===== src/rtl/div_seq_pkg.sv =====
// Shared definitions for the sequential divider: FSM state encodings and
// the iteration-counter width helper.
package div_seq_pkg;

  typedef enum logic [1:0] {
    DIV_IDLE = 2'd0,
    DIV_RUN  = 2'd1,
    DIV_DONE = 2'd2
  } div_state_e;

  // The counter must be able to represent 0..width.
  function automatic int div_cnt_width(input int width);
    return $clog2(width + 1);
  endfunction

endpackage


===== src/rtl/div_sub_step.sv =====
// One restoring-division step: compares the shifted partial remainder with the
// divisor and produces the reduced remainder candidate.
module div_sub_step #(
  parameter int WIDTH = 32
) (
  input  logic [WIDTH:0]   rem_shift,
  input  logic [WIDTH-1:0] divisor,
  output logic [WIDTH-1:0] diff,
  output logic             ge
);

  // rem_shift carries one extra bit, so divisors above 2^(WIDTH-1) cannot lose the
  // shifted-out MSB. When ge is set, the difference always fits in WIDTH bits.
  assign ge   = (rem_shift >= {1'b0, divisor});
  assign diff = rem_shift[WIDTH-1:0] - divisor;

endmodule


===== src/rtl/div_seq.sv =====
// Multi-cycle restoring divider, one quotient bit per clock.
// Optional feature macro: DIV_SIGNED_EN (adds signed_op, two's-complement mode).
module div_seq
  import div_seq_pkg::*;
#(
  parameter int WIDTH = 32
) (
  input  logic             clk,
  input  logic             rst,
  input  logic             start,
  input  logic [WIDTH-1:0] dividend,
  input  logic [WIDTH-1:0] divisor,
`ifdef DIV_SIGNED_EN
  input  logic             signed_op,
`endif
  output logic [WIDTH-1:0] quotient,
  output logic [WIDTH-1:0] remainder,
  output logic             busy,
  output logic             done,
  output logic             div_by_zero
);

  localparam int CNT_W = div_cnt_width(WIDTH);

  div_state_e       state_q, state_d;
  logic [WIDTH-1:0] q_q, q_d;
  logic [WIDTH-1:0] acc_q, acc_d;
  logic [WIDTH-1:0] dvs_q, dvs_d;
  logic [WIDTH-1:0] quo_q, quo_d;
  logic [WIDTH-1:0] rem_q, rem_d;
  logic [CNT_W-1:0] cnt_q, cnt_d;
  logic             zero_q, zero_d;
  logic             dbz_q, dbz_d;
  logic             qneg_q, qneg_d;
  logic             rneg_q, rneg_d;

  logic             a_neg, b_neg;
  logic [WIDTH-1:0] a_mag, b_mag;

`ifdef DIV_SIGNED_EN
  assign a_neg = signed_op & dividend[WIDTH-1];
  assign b_neg = signed_op & divisor[WIDTH-1];
`else
  assign a_neg = 1'b0;
  assign b_neg = 1'b0;
`endif

  // The most-negative value maps to itself, which as an unsigned magnitude is correct.
  assign a_mag = a_neg ? (-dividend) : dividend;
  assign b_mag = b_neg ? (-divisor) : divisor;

  logic [WIDTH:0]   rem_shift;
  logic [WIDTH-1:0] step_diff;
  logic             step_ge;
  logic [WIDTH-1:0] step_acc;
  logic [WIDTH-1:0] step_q;

  assign rem_shift = {acc_q, q_q[WIDTH-1]};

  div_sub_step #(.WIDTH(WIDTH)) u_step (
    .rem_shift(rem_shift),
    .divisor  (dvs_q),
    .diff     (step_diff),
    .ge       (step_ge)
  );

  assign step_acc = step_ge ? step_diff : rem_shift[WIDTH-1:0];
  assign step_q   = {q_q[WIDTH-2:0], step_ge};

  always_comb begin
    state_d = state_q;
    q_d     = q_q;
    acc_d   = acc_q;
    dvs_d   = dvs_q;
    quo_d   = quo_q;
    rem_d   = rem_q;
    cnt_d   = cnt_q;
    zero_d  = zero_q;
    dbz_d   = dbz_q;
    qneg_d  = qneg_q;
    rneg_d  = rneg_q;

    case (state_q)
      DIV_IDLE, DIV_DONE: begin
        if (start) begin
          state_d = DIV_RUN;
          q_d     = a_mag;
          dvs_d   = b_mag;
          acc_d   = '0;
          cnt_d   = '0;
          zero_d  = (divisor == '0);
          dbz_d   = 1'b0;
          qneg_d  = a_neg ^ b_neg;
          rneg_d  = a_neg;
        end else if (state_q == DIV_DONE) begin
          state_d = DIV_IDLE;
        end
      end
      DIV_RUN: begin
        if (zero_q) begin
          // Divide-by-zero skips iteration; q_q still holds the dividend magnitude.
          state_d = DIV_DONE;
          quo_d   = '1;
          rem_d   = rneg_q ? (-q_q) : q_q;
          dbz_d   = 1'b1;
        end else begin
          q_d   = step_q;
          acc_d = step_acc;
          cnt_d = cnt_q + 1'b1;
          if (cnt_q == CNT_W'(WIDTH - 1)) begin
            state_d = DIV_DONE;
            quo_d   = qneg_q ? (-step_q) : step_q;
            rem_d   = rneg_q ? (-step_acc) : step_acc;
          end
        end
      end
      default: state_d = DIV_IDLE;
    endcase
  end

  always_ff @(posedge clk) begin
    if (rst) begin
      state_q <= DIV_IDLE;
      q_q     <= '0;
      acc_q   <= '0;
      dvs_q   <= '0;
      quo_q   <= '0;
      rem_q   <= '0;
      cnt_q   <= '0;
      zero_q  <= 1'b0;
      dbz_q   <= 1'b0;
      qneg_q  <= 1'b0;
      rneg_q  <= 1'b0;
    end else begin
      state_q <= state_d;
      q_q     <= q_d;
      acc_q   <= acc_d;
      dvs_q   <= dvs_d;
      quo_q   <= quo_d;
      rem_q   <= rem_d;
      cnt_q   <= cnt_d;
      zero_q  <= zero_d;
      dbz_q   <= dbz_d;
      qneg_q  <= qneg_d;
      rneg_q  <= rneg_d;
    end
  end

  assign quotient    = quo_q;
  assign remainder   = rem_q;
  assign busy        = (state_q == DIV_RUN);
  assign done        = (state_q == DIV_DONE);
  assign div_by_zero = dbz_q;

endmodule


===== config.mk =====
export PLATFORM = sky130hd
export DESIGN_NAME = div_seq
export DESIGN_NICKNAME = d
export VERILOG_FILES = /design/src/rtl/div_seq_pkg.sv /design/src/rtl/div_sub_step.sv /design/src/rtl/div_seq.sv
export SDC_FILE = /design/constraint.sdc
export NUM_CORES = 1
export LEC_CHECK = 0
export BUFFER_PORTS_ARGS = -buffer_cell sky130_fd_sc_hd__buf_2
export CAP_MARGIN = 25
export CORE_MARGIN = 2
export CORE_UTILIZATION = 55
export CTS_CLUSTER_DIAMETER = 80
export CTS_CLUSTER_SIZE = 16
export DETAILED_ROUTE_END_ITERATION = 8
export GPL_ROUTABILITY_DRIVEN = 0
export GPL_TIMING_DRIVEN = 0
export PLACE_DENSITY = 0.76
export SETUP_SLACK_MARGIN = 0.4
export SYNTH_ARGS = -nofsm -noshare
export SYNTH_HDL_FRONTEND = slang
export SYNTH_SLANG_ARGS = --single-unit

===== constraint.sdc =====
create_clock -name clk -period 4.7 [get_ports clk]
set_clock_uncertainty 0.2 [all_clocks]
set_input_delay 0.47 -clock clk [delete_from_list [all_inputs] [get_ports clk]]
set_output_delay 0.47 -clock clk [all_outputs]
set_load 0.01 [all_outputs]

==> flow_summary.yaml, run 1 <==
clocking:
  clock-sinks: 170
  htreeDepth: 4
  cts_setup_buffers: 0
  clkLatencyLatePin_ns: 0.44
  clockBufferDepth: 2
  clk_pin_slew_worst_paths_ns: 0.07
  cts_tree: "yes"
  root_buffer: "clkbuf_16"
  cts_hold_buffers: 0
  cts_resized: 0
  numCtsBuffers: 17
power:
  cellLeakagePower_nw: 4.32
  vdd_ir_drop_max_uv: 406
  p_int_mw: 3.48
  seqPwrFrac: 0.273
  comb_power_share: 0.501
  p_clk_frac: 0.226
  p_per_area_nw_per_um2: 605
  switching_share: 0.434
  p_total_mw: 6.14
  p_sw_mw: 2.67
sta:
  fmax_ghz: 0.263
  final.period_utilization: 0.810
  worst_pin_slew_ns: 1.05
  period_needed_ns: 3.81
  slew-limit-headroom: 0.293
  drv_slew: 0
  finalSetupViolations: 0
  rsz0062_at_grt: "no"
  hold_viol: 0
  tns_ns: 0
  timing.final.ws_setup_ns: 0.895
setup_path:
  crit_path_max_fanout: 4
  startpoint: "dvs_q[0]"
  worst_ep_arrival_time_ns: 3.94
  crit_chain: "ha_1 > inv_1 > fa_1 > a21o_1 > a221oi_1 > o221ai_1 > a2111o_1 > nand2_1 > o311ai_1 > xor2_1 > o21ai_0 > a2111oi_2"
  crit_path_end: "remainder[30]"
  endpoint_kind: "flip-flop"
  regToRegEndpoint: "remainder[30]"
  reg2reg_from: "dvs_q[0]"
  r2r_setup_slack_ns: 0.89
  slowest_delay_ns: 0.47
  crit_type: "flip-flop to flip-flop"
  start_kind: "flip-flop"
  crit_slowest_cell: "a2111o_1"
  crit_required_ns: 4.84
  rr_worst_depth: 12
synthesis:
  synth_cell_type_count: 61
  synth_compound_area_frac: 0.263
  synthMuxAreaShare: 0.0349
  ys_ff_latch: 170
  synth-simple-area-share: 0.173
  ys_top_cells_by_area: "dfxtp_1 39%, nand2_1 8.1%, a21oi_1 5.3%"
  synth-edff-count: 0
  synth_adder_area_share: 0.0500
  yosysTopAreaCellShare: 0.393
  synth_top_area_cell: "dfxtp_1"
  syn_nets: 1148
  synth_top_family_by_area: "compound AO/OA/AOI/OAI gates"
  mappedNetlistArea_um2: 8650
  synth-main-ff-cell: "dfxtp_1"
  netlist_instances: 1047
  synth_common_cells: "187 x nand2_1, 170 x dfxtp_1, 105 x nor2_1"
  synth_xor_area_frac: 0.0314
  syn_avg_cell_area_um2: 8.26
  yosysMostFrequentCell: "nand2_1"
  synth_warnings: 0
  synth-seq-area-share: 0.393
  async_flop_share: 0
placed_design:
  io_buffers: 133
  dp_hpwl_mm: 19.7
  dpl_worst_slack_ns: 1.01
  postPlaceCellArea_um2: 9580
drt:
  antenna_left: 0
  drc: 0
  routed_wl_mm: 26.2
  viasPerCell: 6.01
  post_drt_wl_per_cell_um: 18.4
  firstDrtPassIters: 5
  via_count: 8549
  drt_iter0_markers: 915
job:
  maxCapViolCount: 0
grt:
  grt_pass1_wl_mm: 41.5
  groute.usage.overall: 0.320
  antenna_found_initial: 0
  grt_max_degree: 17
  grt_overflow: 0
  grt_pass1_vias: 7927
floorplan:
  die_h_um: 129
  fp.dieArea_um2: 16800
  core_area_um2: 15300
  initial_core_util: 0.565
  ios: 134
  core.rowCount: 45
  die_w_um: 129
worst_hold_path:
  hold_class: "primary input to flip-flop"
cells_and_area:
  final_cell_area_um2: 10200
  finish.utilization: 0.663
  fill_cells: 1316
  drive_above_1_share: 0.182
  nets: 1300
  multiInputGateArea_um2: 4780
  ff_latch_area_um2: 3400
  area_growth_pct: 17.4
  antennaDiodeCount: 0
run_status:
  status: "finished, final reports clean"
metal layers:
metal | global-route usage | share of wire | vias up
met5 | 0 | 0 | -
met1 | 0.438 | 0.44 | 4063
met3 | 0.0623 | 0.072 | 58
met2 | 0.510 | 0.46 | 346
met4 | 0.108 | 0.030 | 0
li1 | - | - | 4082
how the worst min path moves through the flow:
stage                     start  slack, ns  depth (start not counted)        end
floorplan             dvs_q[10]       0.24                          2  dvs_q[10]
global placement      dvs_q[25]       0.24                          2  dvs_q[25]
detailed placement    dvs_q[23]       0.25                          2  dvs_q[23]
CTS                 divisor[14]       0.08                          3  dvs_q[14]
global route        divisor[14]       0.07                          3  dvs_q[14]
finish               divisor[0]       0.08                          3   dvs_q[0]
through the flow:
| step | std cells | hold slack [ns] |
|---|---|---|
| after floorplan | 1047 | 0.236 |
| after global placement | 1391 | 0.243 |
| after detailed placement | 1391 | 0.247 |
| after CTS | 1423 | 0.0757 |
| after global routing | 1423 | 0.0737 |
| final | 1423 | 0.0782 |
flip-flops by register name (all words and copies together), names as in the netlist:
| name | cells |
|---|---|
| cnt_q | 6 |
| state_q | 2 |
| zero_q | 1 |
| div_by_zero | 1 |
| q_q | 32 |
| quotient | 32 |
| acc_q | 32 |
| dvs_q | 32 |
| remainder | 32 |
cell families after synthesis:
family                     count (synthesis)
AOI/OAI and AO/OA                        305
muxes                                     30
adders and majority gates                 34
buffers and inverters                    119
and+or+nand+nor                          358
DFF                                      170
xor gates and xnor gates                  31
placed cells by master, fill, tap and decap left out, types with 3 or more instances in the layout:
cell type  count
a2111oi_2     15
a211oi_1      12
a21o_1         9
a21oi_1       92
a221oi_1       9
a311oi_1      34
a31oi_1        4
a32oi_1        3
and2_1         3
buf_1          9
buf_2        133
clkbuf_1      63
clkbuf_16     17
clkinv_4       3
dfxtp_1      170
ha_1          33
inv_1         42
inv_6          5
mux2i_1       29
nand2_1      187
nand2b_1       5
nand3_1        8
nand4_1       14
nor2_1       105
nor2b_1        5
nor3_1        13
nor4_1         8
o21a_1         7
o21ai_0       45
o21ai_1        4
o21bai_1       6
o221a_2       31
o221ai_1       7
o31ai_1        3
or3_1          3
xnor2_1       19
xor2_1        12
power by group through the flow:
stage	Combinational (mW)	Sequential [mW]	Clock [mW]
global placement	2.97	1.70	0
global route	3.33	1.69	1.46
detailed placement	3.00	1.70	0
CTS	3.03	1.67	1.39
floorplan	2.27	1.66	0
finish	3.08	1.68	1.39
critical path: cells and delay by family (launching register included):
family / cells / cell delay (ns)
adder cells (fa/ha/maj): 2 / 0.63
flip-flops: 1 / 0.40
buffers and inverters: 1 / 0.06
AND/OR/NAND/NOR: 1 / 0.21
AO/OA/AOI/OAI: 7 / 2.06
XOR/XNOR: 1 / 0.14
final cells by class:
class	instances	share of cell area
Tap cell	211	0.0260
Sequential cell	170	0.335
Buffer	75	0.0299
Timing Repair Buffer	133	0.0655
Inverter	44	0.0163
Clock inverter	13	0.0129
Multi-Input combinational cell	758	0.471
Clock buffer	19	0.0436
Power figures use the tool's default switching activity.
==> run 2, diff against run 1 <==
==> constraint.sdc (replaced) <==
create_clock -name clk -period 3.9 [get_ports clk]
set_clock_uncertainty 0.2 [all_clocks]
set_input_delay 0.39 -clock clk [delete_from_list [all_inputs] [get_ports clk]]
set_output_delay 0.39 -clock clk [all_outputs]
set_load 0.01 [all_outputs]
==> run 2 against run 1 <==
  * Sequential power increased by 21%
  * Maximum frequency is 12% higher
  * Global-route usage increased by 0.23 points
  * Count of clock-buffer cells in the layout is the same
  * Hold slack worse by 0.076 ns
  * Design area is 2.8% higher
  * Flip-flop and latch count unchanged
  * Clock power increased by 21%
  * Register-to-register slack got worse by 0.40 ns
  * Critical path type unchanged
  * Largest power group unchanged
==> flow_summary.yaml, run 2 (synthesized netlist as in run 1, its figures left out) <==
floorplan:
  initial_core_util: 0.565
  core.rowCount: 45
  fp.dieArea_um2: 16800
  ios: 134
  core_area_um2: 15300
  die_h_um: 129
  die_w_um: 129
setup_path:
  crit_type: "flip-flop to flip-flop"
  endpoint_kind: "flip-flop"
  start_kind: "flip-flop"
  rr_worst_depth: 12
  worst_ep_arrival_time_ns: 3.50
  crit_path_max_fanout: 10
  crit_required_ns: 4.00
  regToRegEndpoint: "acc_q[21]"
  reg2reg_from: "dvs_q[4]"
  r2r_setup_slack_ns: 0.50
power:
  cellLeakagePower_nw: 4.39
  p_per_area_nw_per_um2: 760
  vdd_ir_drop_max_uv: 506
grt:
  grt_pass1_wl_mm: 41.8
  antenna_found_initial: 0
  groute.usage.overall: 0.322
  grt_overflow: 0
  grt_pass1_vias: 7985
  grt_max_degree: 17
drt:
  drt_iter0_markers: 848
  viasPerCell: 6.04
  via_count: 8704
  drc: 0
  routed_wl_mm: 26.7
  antenna_left: 0
  firstDrtPassIters: 5
  post_drt_wl_per_cell_um: 18.5
clocking:
  root_buffer: "clkbuf_16"
  clockBufferDepth: 2
  cts_tree: "yes"
  htreeDepth: 4
  numCtsBuffers: 17
  clk_pin_slew_worst_paths_ns: 0.06
  clock-sinks: 170
  clkLatencyLatePin_ns: 0.44
job:
  maxCapViolCount: 0
sta:
  fmax_ghz: 0.294
  timing.final.ws_setup_ns: 0.497
  final.period_utilization: 0.873
  hold_viol: 0
  worst_pin_slew_ns: 1.01
  holdWs_ns: 0.00236
  rsz0062_at_grt: "yes"
  drv_slew: 0
  finalSetupViolations: 0
  tns_ns: 0
  period_needed_ns: 3.40
  slew-limit-headroom: 0.321
worst_hold_path:
  hold_class: "primary input to flip-flop"
  min_path_cells: 3
  worstHoldEndpoint: "dvs_q[6]"
  hold_start: "divisor[6]"
cells_and_area:
  antennaDiodeCount: 0
  fill_cells: 1281
  layout_commonest_cell: "nand2_1"
  final_cell_mix: "186 x nand2_1, 169 x dfxtp_1, 134 x buf_2, 105 x nor2_1, 89 x a21oi_1"
  nets: 1318
  drive_above_1_share: 0.207
  area_growth_pct: 20.6
run_status:
  status: "finished, final reports clean"
placed_design:
  io_buffers: 133
  dp_hpwl_mm: 19.7
  dpl_worst_slack_ns: 0.205
run 2: changes by cell type in the layout (fill, tap and decap cells not counted), sizes merged:
cell         previous run  this run
buf                   146       156
dlygate4sd3             0         8
run 2: layout make-up:
| type | instances | area [um^2] | share of cell area |
|---|---|---|---|
| Buffer | 75 | 312 | 0.0299 |
| Clock buffer | 19 | 443 | 0.0424 |
| Clock inverter | 13 | 131 | 0.0126 |
| Inverter | 44 | 165 | 0.0158 |
| Multi-Input combinational cell | 758 | 4900 | 0.469 |
| Sequential cell | 170 | 3400 | 0.326 |
| Tap cell | 211 | 264 | 0.0253 |
| Timing Repair Buffer | 151 | 821 | 0.0786 |
run 2: per-stage QoR:
step	std cells	utilization	total power [mW]	instance area [um^2]
final	1441	0.681	7.94	10400
after global routing	1441	0.681	8.29	10400
after CTS	1432	0.671	7.44	10300
after detailed placement	1391	0.626	5.67	9580
after global placement	1391	0.626	5.63	9580
after floorplan	1047	-	4.74	8650
run 2: layer usage:
metal  vias to the layer above  wire [um]  global-route usage
met2                       395      12400               0.516
met4                         0        662               0.103
met3                        52       2010              0.0586
li1                       4118          -                   -
met1                      4139      11700               0.443
met5                         -          0                   0
run 2: how the worst max path moves through the flow:
stage	start	end	slack, ns	depth (start not counted)
CTS	dvs_q[0]	remainder[30]	0.37	12
finish	dvs_q[4]	acc_q[21]	0.50	12
global placement	dvs_q[0]	remainder[30]	0.24	12
detailed placement	dvs_q[0]	remainder[30]	0.21	12
global route	q_q[31]	remainder[30]	0.35	13
floorplan	q_q[31]	remainder[30]	0.73	13
run 2: critical path, cell delays in order, from the launching register on:
cell      delay [ns]
dfxtp_1         0.34
inv_1           0.06
ha_1            0.37
a21o_1          0.25
a31oi_2         0.19
a21boi_2        0.10
a311o_1         0.39
a21oi_4         0.24
a211oi_4        0.12
nor2_4          0.19
buf_6           0.25
mux2i_2         0.40
o21ai_0         0.14
run 2: where the power goes:
| group | switching, mW | total [mW] | leakage, nW | internal [mW] |
|---|---|---|---|---|
| Clock | 0.768 | 1.68 | 0.277 | 0.912 |
| Combinational | 2.53 | 4.23 | 2.73 | 1.70 |
| Sequential | 0.148 | 2.03 | 1.38 | 1.88 |
run 2: timing repair:
action                                 4_1_cts  5_1_grt
endpoints found under the hold margin        8        0
setup endpoints to repair                   19       57
pin swaps                                    1        7
gates resized for setup                      7       24
setup buffers                                1        9
hold buffers                                 8        0
gates cloned                                 0        0
